--- src/rtl/muldiv_pkg.sv ---
// Shared encodings and state type for the M-extension multiply/divide units.
package muldiv_pkg;

    // funct3 codes; MDFunc[2]=1 selects the divider
    localparam logic [2:0] MD_MUL    = 3'b000;
    localparam logic [2:0] MD_MULH   = 3'b001;
    localparam logic [2:0] MD_MULHSU = 3'b010;
    localparam logic [2:0] MD_MULHU  = 3'b011;
    localparam logic [2:0] MD_DIV    = 3'b100;
    localparam logic [2:0] MD_DIVU   = 3'b101;
    localparam logic [2:0] MD_REM    = 3'b110;
    localparam logic [2:0] MD_REMU   = 3'b111;

    typedef enum logic [1:0] {
        IDLE,
        CALC,
        SIGN
    } div_state_t;

endpackage

--- src/rtl/div_unit_if.sv ---
// Request/response bundle between the control unit and the divider.
// Handshake: start is sampled only when busy=0; done is a one-cycle pulse
// with DivOut valid in that cycle; busy stays high while a division is running.
interface div_unit_if #(
    parameter int DWIDTH = 32
);
    logic [DWIDTH-1:0] A;
    logic [DWIDTH-1:0] B;
    logic [2:0]        MDFunc;
    logic              start;
    logic [DWIDTH-1:0] DivOut;
    logic              busy;
    logic              done;

    modport master (
        output A, B, MDFunc, start,
        input  DivOut, busy, done
    );

    modport slave (
        input  A, B, MDFunc, start,
        output DivOut, busy, done
    );
endinterface

--- src/rtl/div_step.sv ---
// One radix-2 restoring division iteration: shift {rem, quo} left, then
// subtract the divisor when it fits and record a quotient 1.
module div_step #(
    parameter int DWIDTH = 32
) (
    input  logic [DWIDTH:0]   rem,
    input  logic [DWIDTH-1:0] quo,
    input  logic [DWIDTH-1:0] divisor,
    output logic [DWIDTH:0]   rem_next,
    output logic [DWIDTH-1:0] quo_next
);
    logic [DWIDTH+1:0] shifted;
    logic [DWIDTH+1:0] wide_div;

    always_comb begin
        shifted  = {rem, quo[DWIDTH-1]};
        wide_div = {2'b00, divisor};
        if (shifted >= wide_div) begin
            rem_next = (DWIDTH+1)'(shifted - wide_div);
            quo_next = {quo[DWIDTH-2:0], 1'b1};
        end else begin
            rem_next = (DWIDTH+1)'(shifted);
            quo_next = {quo[DWIDTH-2:0], 1'b0};
        end
    end
endmodule

--- src/rtl/div_unit.sv ---
// Iterative DIV/DIVU/REM/REMU unit: restoring division on magnitudes,
// sign fix-up afterwards, and a single-cycle path for x/0 and overflow.
module div_unit
    import muldiv_pkg::*;
#(
    parameter int DWIDTH = 32
) (
    input  logic       clk,
    input  logic       rst,
    div_unit_if.slave  bus,
    output div_state_t dbg_state
);
    localparam int                CW        = $clog2(DWIDTH) + 1;
    localparam logic [CW-1:0]     LAST_ITER = CW'(DWIDTH - 1);
    localparam logic [DWIDTH-1:0] MOST_NEG  = {1'b1, {(DWIDTH-1){1'b0}}};

    div_state_t        state, state_next;
    logic [CW-1:0]     cnt;
    logic [DWIDTH:0]   rem, rem_step;
    logic [DWIDTH-1:0] quo, quo_step, divisor, dout, res_mag;
    logic              is_rem, neg_res, done_r;

    logic              op_signed, a_neg, b_neg, div_zero, overflow;
    logic [DWIDTH-1:0] a_mag, b_mag, fast_res;
    logic              accept, fast_done, step_en, finish;

    // Operand decode from the live inputs; only consumed on the accept edge.
    always_comb begin
        op_signed = ~bus.MDFunc[0];
        a_neg     = op_signed & bus.A[DWIDTH-1];
        b_neg     = op_signed & bus.B[DWIDTH-1];
        a_mag     = a_neg ? -bus.A : bus.A;
        b_mag     = b_neg ? -bus.B : bus.B;
        div_zero  = (bus.B == '0);
        overflow  = op_signed && (bus.A == MOST_NEG) && (bus.B == '1);
        if (div_zero) begin
            fast_res = bus.MDFunc[1] ? bus.A : '1;
        end else begin
            fast_res = bus.MDFunc[1] ? '0 : bus.A;
        end
    end

    always_ff @(posedge clk) begin
        if (rst) begin
            state <= IDLE;
        end else begin
            state <= state_next;
        end
    end

    always_comb begin
        state_next = state;
        accept     = 1'b0;
        fast_done  = 1'b0;
        step_en    = 1'b0;
        finish     = 1'b0;
        unique case (state)
            IDLE: begin
                if (bus.start && bus.MDFunc[2]) begin
                    accept = 1'b1;
                    if (div_zero || overflow) begin
                        fast_done = 1'b1;
                    end else begin
                        state_next = CALC;
                    end
                end
            end
            CALC: begin
                step_en = 1'b1;
                if (cnt == LAST_ITER) begin
                    state_next = SIGN;
                end
            end
            SIGN: begin
                finish     = 1'b1;
                state_next = IDLE;
            end
            default: state_next = IDLE;
        endcase
    end

    div_step #(.DWIDTH(DWIDTH)) u_step (
        .rem      (rem),
        .quo      (quo),
        .divisor  (divisor),
        .rem_next (rem_step),
        .quo_next (quo_step)
    );

    // quo starts as the dividend magnitude and shifts into the quotient.
    always_ff @(posedge clk) begin
        if (rst) begin
            cnt     <= '0;
            rem     <= '0;
            quo     <= '0;
            divisor <= '0;
            is_rem  <= 1'b0;
            neg_res <= 1'b0;
            dout    <= '0;
            done_r  <= 1'b0;
        end else begin
            done_r <= fast_done | finish;
            if (accept) begin
                cnt     <= '0;
                rem     <= '0;
                quo     <= a_mag;
                divisor <= b_mag;
                is_rem  <= bus.MDFunc[1];
                neg_res <= bus.MDFunc[1] ? a_neg : (a_neg ^ b_neg);
            end
            if (step_en) begin
                rem <= rem_step;
                quo <= quo_step;
                cnt <= cnt + CW'(1);
            end
            if (fast_done) begin
                dout <= fast_res;
            end
            if (finish) begin
                dout <= neg_res ? -res_mag : res_mag;
            end
        end
    end

    assign res_mag    = is_rem ? rem[DWIDTH-1:0] : quo;
    assign bus.DivOut = dout;
    assign bus.busy   = (state != IDLE);
    assign bus.done   = done_r;
    assign dbg_state  = state;
endmodule

--- src/flat_wrapper.sv ---
// flat-port wrapper written by rule: the top's interface ports become plain ports
module div_unit_flat import muldiv_pkg::*;
#(
    parameter int DWIDTH = 32
)
  (clk, rst, dbg_state, bus_A, bus_B, bus_MDFunc, bus_start, bus_DivOut, bus_busy, bus_done);
  div_unit_if #(.DWIDTH(DWIDTH)) bus_i ();
  input  logic clk;
  input  logic rst;
  output div_state_t dbg_state;
  input wire logic [$bits(bus_i.A)-1:0] bus_A;
  input wire logic [$bits(bus_i.B)-1:0] bus_B;
  input wire logic [$bits(bus_i.MDFunc)-1:0] bus_MDFunc;
  input wire logic [$bits(bus_i.start)-1:0] bus_start;
  output wire logic [$bits(bus_i.DivOut)-1:0] bus_DivOut;
  output wire logic [$bits(bus_i.busy)-1:0] bus_busy;
  output wire logic [$bits(bus_i.done)-1:0] bus_done;
  assign bus_i.A = bus_A;
  assign bus_i.B = bus_B;
  assign bus_i.MDFunc = bus_MDFunc;
  assign bus_i.start = bus_start;
  assign bus_DivOut = bus_i.DivOut;
  assign bus_busy = bus_i.busy;
  assign bus_done = bus_i.done;
  div_unit #(.DWIDTH(DWIDTH)) u_core (.clk(clk), .rst(rst), .bus(bus_i), .dbg_state(dbg_state));
endmodule
--- config.mk ---
export PLATFORM = sky130hd
export DESIGN_NAME = div_unit_flat
export DESIGN_NICKNAME = d
export VERILOG_FILES = /design/src/rtl/muldiv_pkg.sv /design/src/rtl/div_unit_if.sv /design/src/rtl/div_step.sv /design/src/rtl/div_unit.sv /design/src/flat_wrapper.sv
export SDC_FILE = /design/constraint.sdc
export NUM_CORES = 1
export LEC_CHECK = 0
export ABC_CLOCK_PERIOD_IN_PS = 3800
export BUFFER_PORTS_ARGS = -buffer_cell sky130_fd_sc_hd__buf_2
export CORE_MARGIN = 4
export CORE_UTILIZATION = 55
export DETAILED_ROUTE_END_ITERATION = 12
export PLACE_DENSITY_LB_ADDON = 0.2
export SETUP_SLACK_MARGIN = 0.5
export SLEW_MARGIN = 20
export SYNTH_ARGS = -nofsm -noshare
export SYNTH_HDL_FRONTEND = slang
export SYNTH_SLANG_ARGS = --single-unit
--- constraint.sdc ---
create_clock -name clk -period 3.8 [get_ports clk]
set_input_delay 0.76 -clock clk [delete_from_list [all_inputs] [get_ports clk]]
set_output_delay 0.76 -clock clk [all_outputs]
set_load 0.005 [all_outputs]
# [Word level (Yosys, flattened, before mapping)]
# Cells that the tools add are included.
# W data, S select, Z words.
[word_totals] register_bits=140 elab_cells=67
[classes] add_sub_neg=5 order_cmp=1 n_eq_ne=8 muxes=29 bitwise_logic=5 n_reduce_logical=10
[ops] operator="$mux W32" count=11
[ops] operator="$mux W33" count=3
[ops] operator="$neg A32 Y32" count=3
[ops] operator="$eq A32 B32 Y1 const B" count=2
[ops] operator="$ge A34 B32 Y1" count=1
[ops] operator="$sub A33 B32 Y33" count=1
[ops] operator="$logic_not A32 Y1" count=1
[ops] operator="$mux W6" count=2
[ops] operator="$mux W1" count=9
[ops] operator="$add A6 B1 Y6 const B" count=1
[ops] operator="$eq A6 B5 Y1 const B" count=1
[ops] operator="$mux W2" count=3
[ops] operator="$reduce_bool A2 Y1" count=3
[ops] operator="$ne A2 B1 Y1 const B" count=2
[ops] operator="$pmux W2 S2" count=1
[ops] operator="$logic_and A1 B1 Y1" count=3
[ops] operator="$reduce_and A3 Y1" count=1
[ops] operator="$and A1 B1 Y1" count=2
[ops] operator="$eq A2 B1 Y1 const B" count=1
[ops] operator="$eq A2 B2 Y1 const B" count=1
[ops] operator="$logic_not A2 Y1" count=1
[ops] operator="$ne A2 B2 Y1 const B" count=1
[ops] operator="$logic_or A1 B1 Y1" count=1
[ops] operator="$not A1 Y1" count=1
[ops] operator="2 further kinds" count=2

# [Depth between registers and ports, before layout]
[logic_depth] ltp_word=9 ltp_mapped=15

# [Hierarchy]
# From an unflattened synthesis, not the netlist that was laid out.
[hier_totals] hier_cells=1370 hier_area_um2=10877.9
[modules_own_cells] module="div_unit" instances=1 cells_each=1015 area_each_um2=8430.6 seq_area_each_um2=2802.7
[modules_own_cells] module="div_step" instances=1 cells_each=355 area_each_um2=2447.3 seq_area_each_um2=0.0

# [Worst setup path before layout]
# No wires, ideal clock.
[synth_timing] path_kind="register to register" startpoint="reg u_core.is_rem" endpoint="reg u_core.dout[30], in the netlist u_core.bus.DivOut[30]" setup_time_ns=0.086 arrival_ns=4.094 required_ns=3.714 setup_slack_ns=-0.379 path_stages_with_launch=16 cell_sequence="dfxtp_1 buf_4 clkbuf_1 buf_1 clkbuf_1 buf_1 mux2i_1 ha_1 o21ai_0 or3_1 or2_4 or4_4 or2_1 o21ai_0 xor2_1 a211oi_1"
[synth_via] elab_chain_len=4
[synth_lines] item="start: declaration" line="div_unit.sv:21" text="logic is_rem, neg_res, done_r;"
[synth_lines] item="start signal: assignment" line="div_unit.sv:108" text="is_rem <= bus.MDFunc[1];"
[synth_lines] item="$mux W32 *" line="div_unit.sv:125" text="assign res_mag = is_rem ? rem[DWIDTH-1:0] : quo;"
[synth_lines] item="$neg A32 Y32" line="div_unit.sv:120" text="dout <= neg_res ? -res_mag : res_mag;"
[synth_lines] item="$mux W32 *" line="div_unit.sv:120"
[synth_lines] item="$mux W32 *" line="div_unit.sv:119" text="if (finish) begin"
[synth_lines] item="end signal: assignment" line="div_unit.sv:117" text="dout <= fast_res;"
[synth_lines] item="end signal: assignment" line="div_unit.sv:120"
[synth_lines] item="end: declaration" line="div_unit.sv:20" text="logic [DWIDTH-1:0] quo, quo_step, divisor, dout, res_mag;"
# Mark *: on every way between the ends. The rest lies on a longest branch, timed or not.
# A chain may end at the register's enable or synchronous reset.

# [Final worst setup path]
[layout_timing] startpoint="reg u_core.is_rem" endpoint="reg u_core.dout[27], in the netlist u_core.bus.DivOut[27]"
# Same word-level chain as after synthesis.

==> summary.md <==
| Metric | Value |
|---|---|
| Final setup vio count | 0 |
| DR DRC count | 0 |
| CP required | between 4 and 5 ns |
| Area Growth Syn to Fin | 13.64% |
| Layout Nets | 1554 |
| Min Hold Slack | 0.4567 ns |
| Routed wire per std cell | around 19 um |
| Fmax | a little over 300 MHz |
| Yosys Warn Count | 0 |
| Placed Instances | 1653 |
| Dpl ws | 0.2007 ns |
| Clock Tree Root | clkbuf_16 |
| Ports | 106 |
| CTS max path bufs | 2 |
| Most common cell after layout, fill and taps aside | dfxtp_1 |
| RSZ-0062 raised after global routing | yes |
| Diodes inserted | 0 |
| Number of cell rows | 49 |
| Pin count of the biggest net entering global routing | 74 |
| Critical path launch point | u_core.is_rem$_SDFFE_PP0P_ |
| Final worst slack | just under 0.6 ns |
| IR Drop Worst-Case VDD | roughly 0.00033 V |
| # clock sinks | 140 |
| Worst-path maximum fanout | 15 |
| Worst Hold Launch | u_core.divisor[31]$_SDFFE_PP0P_ |
| Core footprint | around 18000 um2 |
| Area of the multi-input gates | between 6000 and 7000 um2 |
| Layout cells sized above 1 | 0.1576 |
| Final worst-path cycle share | 0.8463 |
| Startpoint Class | flip-flop |
| Crit Path Category | flip-flop to flip-flop |
| Status | finished, final reports clean |
| Die Wd | 144.8 um |
| Finished Core Util | 0.6423 |
| Slew of the pin with the lowest slew margin | around 0.84 ns |
| Starting Density | 0.5652 |
| Reg area | about 2800 um2 |
| Fillers | between 1.5k and 2k |
| Synth area leaders | dfxtp_1 (27%), a21oi_1 (6.1%), xnor2_1 (5.3%), nor2_1 (5.0%), nand2_1 (4.7%) |
| Yosys cell types | a little under 70 |
| Pwr Density | approximately 410 nW/um2 |
| Number of synthesized flops with an enable pin | 0 |
| Fin area | roughly 12000 um2 |
| Top_reg_cell synth | dfxtp_1 |
| Die height | around 140 um |
| Reg clk slew, reported paths | roughly 0.06 ns |
| Post-synthesis sequential area ratio | 0.2723 |
| Area leader, netlist | dfxtp_1 |
| Post-DP HPWL | between 20000 and 25000 um |
| CTS hold repair buffers | 0 |
| CP arrival | 3.50 ns |
| CTS tree | done |
| Cell Count, Final, Fillers Out | between 1.5k and 2k |
| Port bufs | around 110 |
| Async set-or-reset flop fraction in the synthesized netlist | 0 |
| Syn Inst Count | ~1.4k |
| Routed WL | 31830 um |
| Avg Cell Area, Syn | 7.490 um2 |
| Most frequent cells in the layout | dfxtp_1 (139), nor2_1 (131), nand2_1 (128) |
| Cell Area, Synth | 10290 um2 |
| CP endpoint kind | flip-flop |
| Mapped Nets | roughly 1.5k |
| Pins Over Slew Limit | 0 |
| GR Util All Layers | 0.3020 |
| Vias per cell | between 6 and 7 |
| Worst Hold Class | flip-flop to flip-flop |
| R2r endpoint | u_core.bus.DivOut[27]$_SDFFE_PP0P_ |
| Placement Cell Area | around 11000 um2 |
| Max_slew headroom | 0.4385 |
| Power Total | roughly 4.8 mW |
| Overflow after GRT | 0 |
| DR pass1 iterations | 5 |
| Synth top area share | 0.2723 |
| R2R Setup Slk | slightly below 0.6 ns |
| First-pass GRT wire length | 50100 um |
| Via count | 10.61k |
| #FFs+latches synth | 140 |
| Skew final | ~0.014 ns |
| LEAKAGE | 4.457 nW |
| Tmin final | 3.216 ns |
| CTS buffer count | 17 |
| Worst Hold End | u_core.divisor[31]$_SDFFE_PP0P_ |
| Max-cap viol count | 0 |
| Initial antenna violation count | 0 |
| Drt initial violations | between 900 and 1k |
| FF-to-FF path depth | 10 |
| Vias in the first global route | 9540 |
| Setup TNS | 0 ns |
| Fin. Hold Viols | 0 |
| Detail Route Antenna Nets | 0 |
| Crit Reg-Reg Startpoint | u_core.is_rem$_SDFFE_PP0P_ |
| Final GP Congestion | 0.9193 |
| Skew-Pair Late Insertion Delay | around 0.43 ns |
| Hold Crit Depth | 2 |
| H-tree depth | 4 |
| Die Area | around 21000 um2 |
## area by class of cell
cell class              instances  area share
multi-input cells            1085      0.5985
clock buffers                  20     0.03905
clock inverters                12    0.009736
repair buffers                141     0.06868
well taps                     229     0.02450
inverters                      61     0.01958
flip-flops and latches        140      0.2400
## sequential cells by signal (all words and copies together) (netlist names), 2 cells and up
signal,count
u_core.divisor,32
u_core.quo,32
u_core.rem,33
u_core.bus.DivOut,32
u_core.dbg_state,2
u_core.cnt,6
## worst max-delay path by stage
| stage | cells after the start | endpoint | slack [ns] |
|---|---|---|---|
| 3_3_place_gp | 9 | u_core.bus.DivOut[25]$_SDFFE_PP0P_ | 0.28 |
| 4_1_cts | 10 | u_core.bus.DivOut[27]$_SDFFE_PP0P_ | 0.52 |
| 6_report | 10 | u_core.bus.DivOut[27]$_SDFFE_PP0P_ | 0.58 |
| 3_5_place_dp | 9 | u_core.bus.DivOut[26]$_SDFFE_PP0P_ | 0.20 |
| 2_1_floorplan | 15 | u_core.bus.DivOut[30]$_SDFFE_PP0P_ | 0.44 |
| 5_1_grt | 9 | u_core.bus.DivOut[31]$_SDFFE_PP0P_ | 0.41 |
## synthesized netlist by cell type, drive strengths merged, types with 17 or more instances
| master | n |
|---|---|
| dfxtp | 140 |
| nor2 | 136 |
| nand2 | 129 |
| a21oi | 125 |
| o21ai | 98 |
| clkbuf | 65 |
| a211oi | 63 |
| xnor2 | 62 |
| inv | 61 |
| xor2 | 47 |
| mux2i | 41 |
| nor3 | 39 |
| a22oi | 37 |
| ha | 37 |
| nand3 | 24 |
| buf | 23 |
| o31ai | 19 |
| nand4 | 17 |
| o22ai | 17 |
## worst max-delay path, stage by stage (launching register included)
cell and delay, ns:
dfxtp_4 0.43, buf_6 0.21, nor4b_1 0.32, o22ai_1 0.23, or4b_2 0.81, nor3_1 0.22, o21ai_1 0.16, a21oi_1 0.30
nand3_1 0.12, a31oi_1 0.21, nor3_1 0.06
## timing repair
item	CTS	global route
gates resized for setup	2	16
endpoints found under the setup margin	5	28
pin swaps	0	2
buffers inserted	0	3
gates cloned	0	0
## routing by layer
metal / track usage / wire length, um / part of all wire / vias up
met5: 0 / 0 / 0 / -
li1: - / - / - / 5105
met4: 0.09131 / 799 / 0.025 / 0
met2: 0.4779 / 14630 / 0.46 / 468
met1: 0.4232 / 14000 / 0.44 / 4974
met3: 0.05061 / 2409 / 0.076 / 64
## report_power, final
group / internal, mW / switching (mW) / total, mW / leakage (nW)
clock network: 0.939 / 0.699 / 1.64 / 0.269
registers: 1.54 / 0.0918 / 1.63 / 1.14
logic: 0.616 / 0.888 / 1.50 / 3.05
total: 3.09 / 1.68 / 4.77 / 4.46
## cells by family after synthesis
kind of cell    Yosys count  share of synthesized area
simple gates            451                     0.2105
compound gates          430                     0.2626
buf+inv                 149                    0.05763
flops                   140                     0.2723
xor+xnor                109                    0.09277
mux                      49                    0.04863
fa+ha+maj                46                    0.05556
Note: power is estimated with default switching activity, not from simulation.
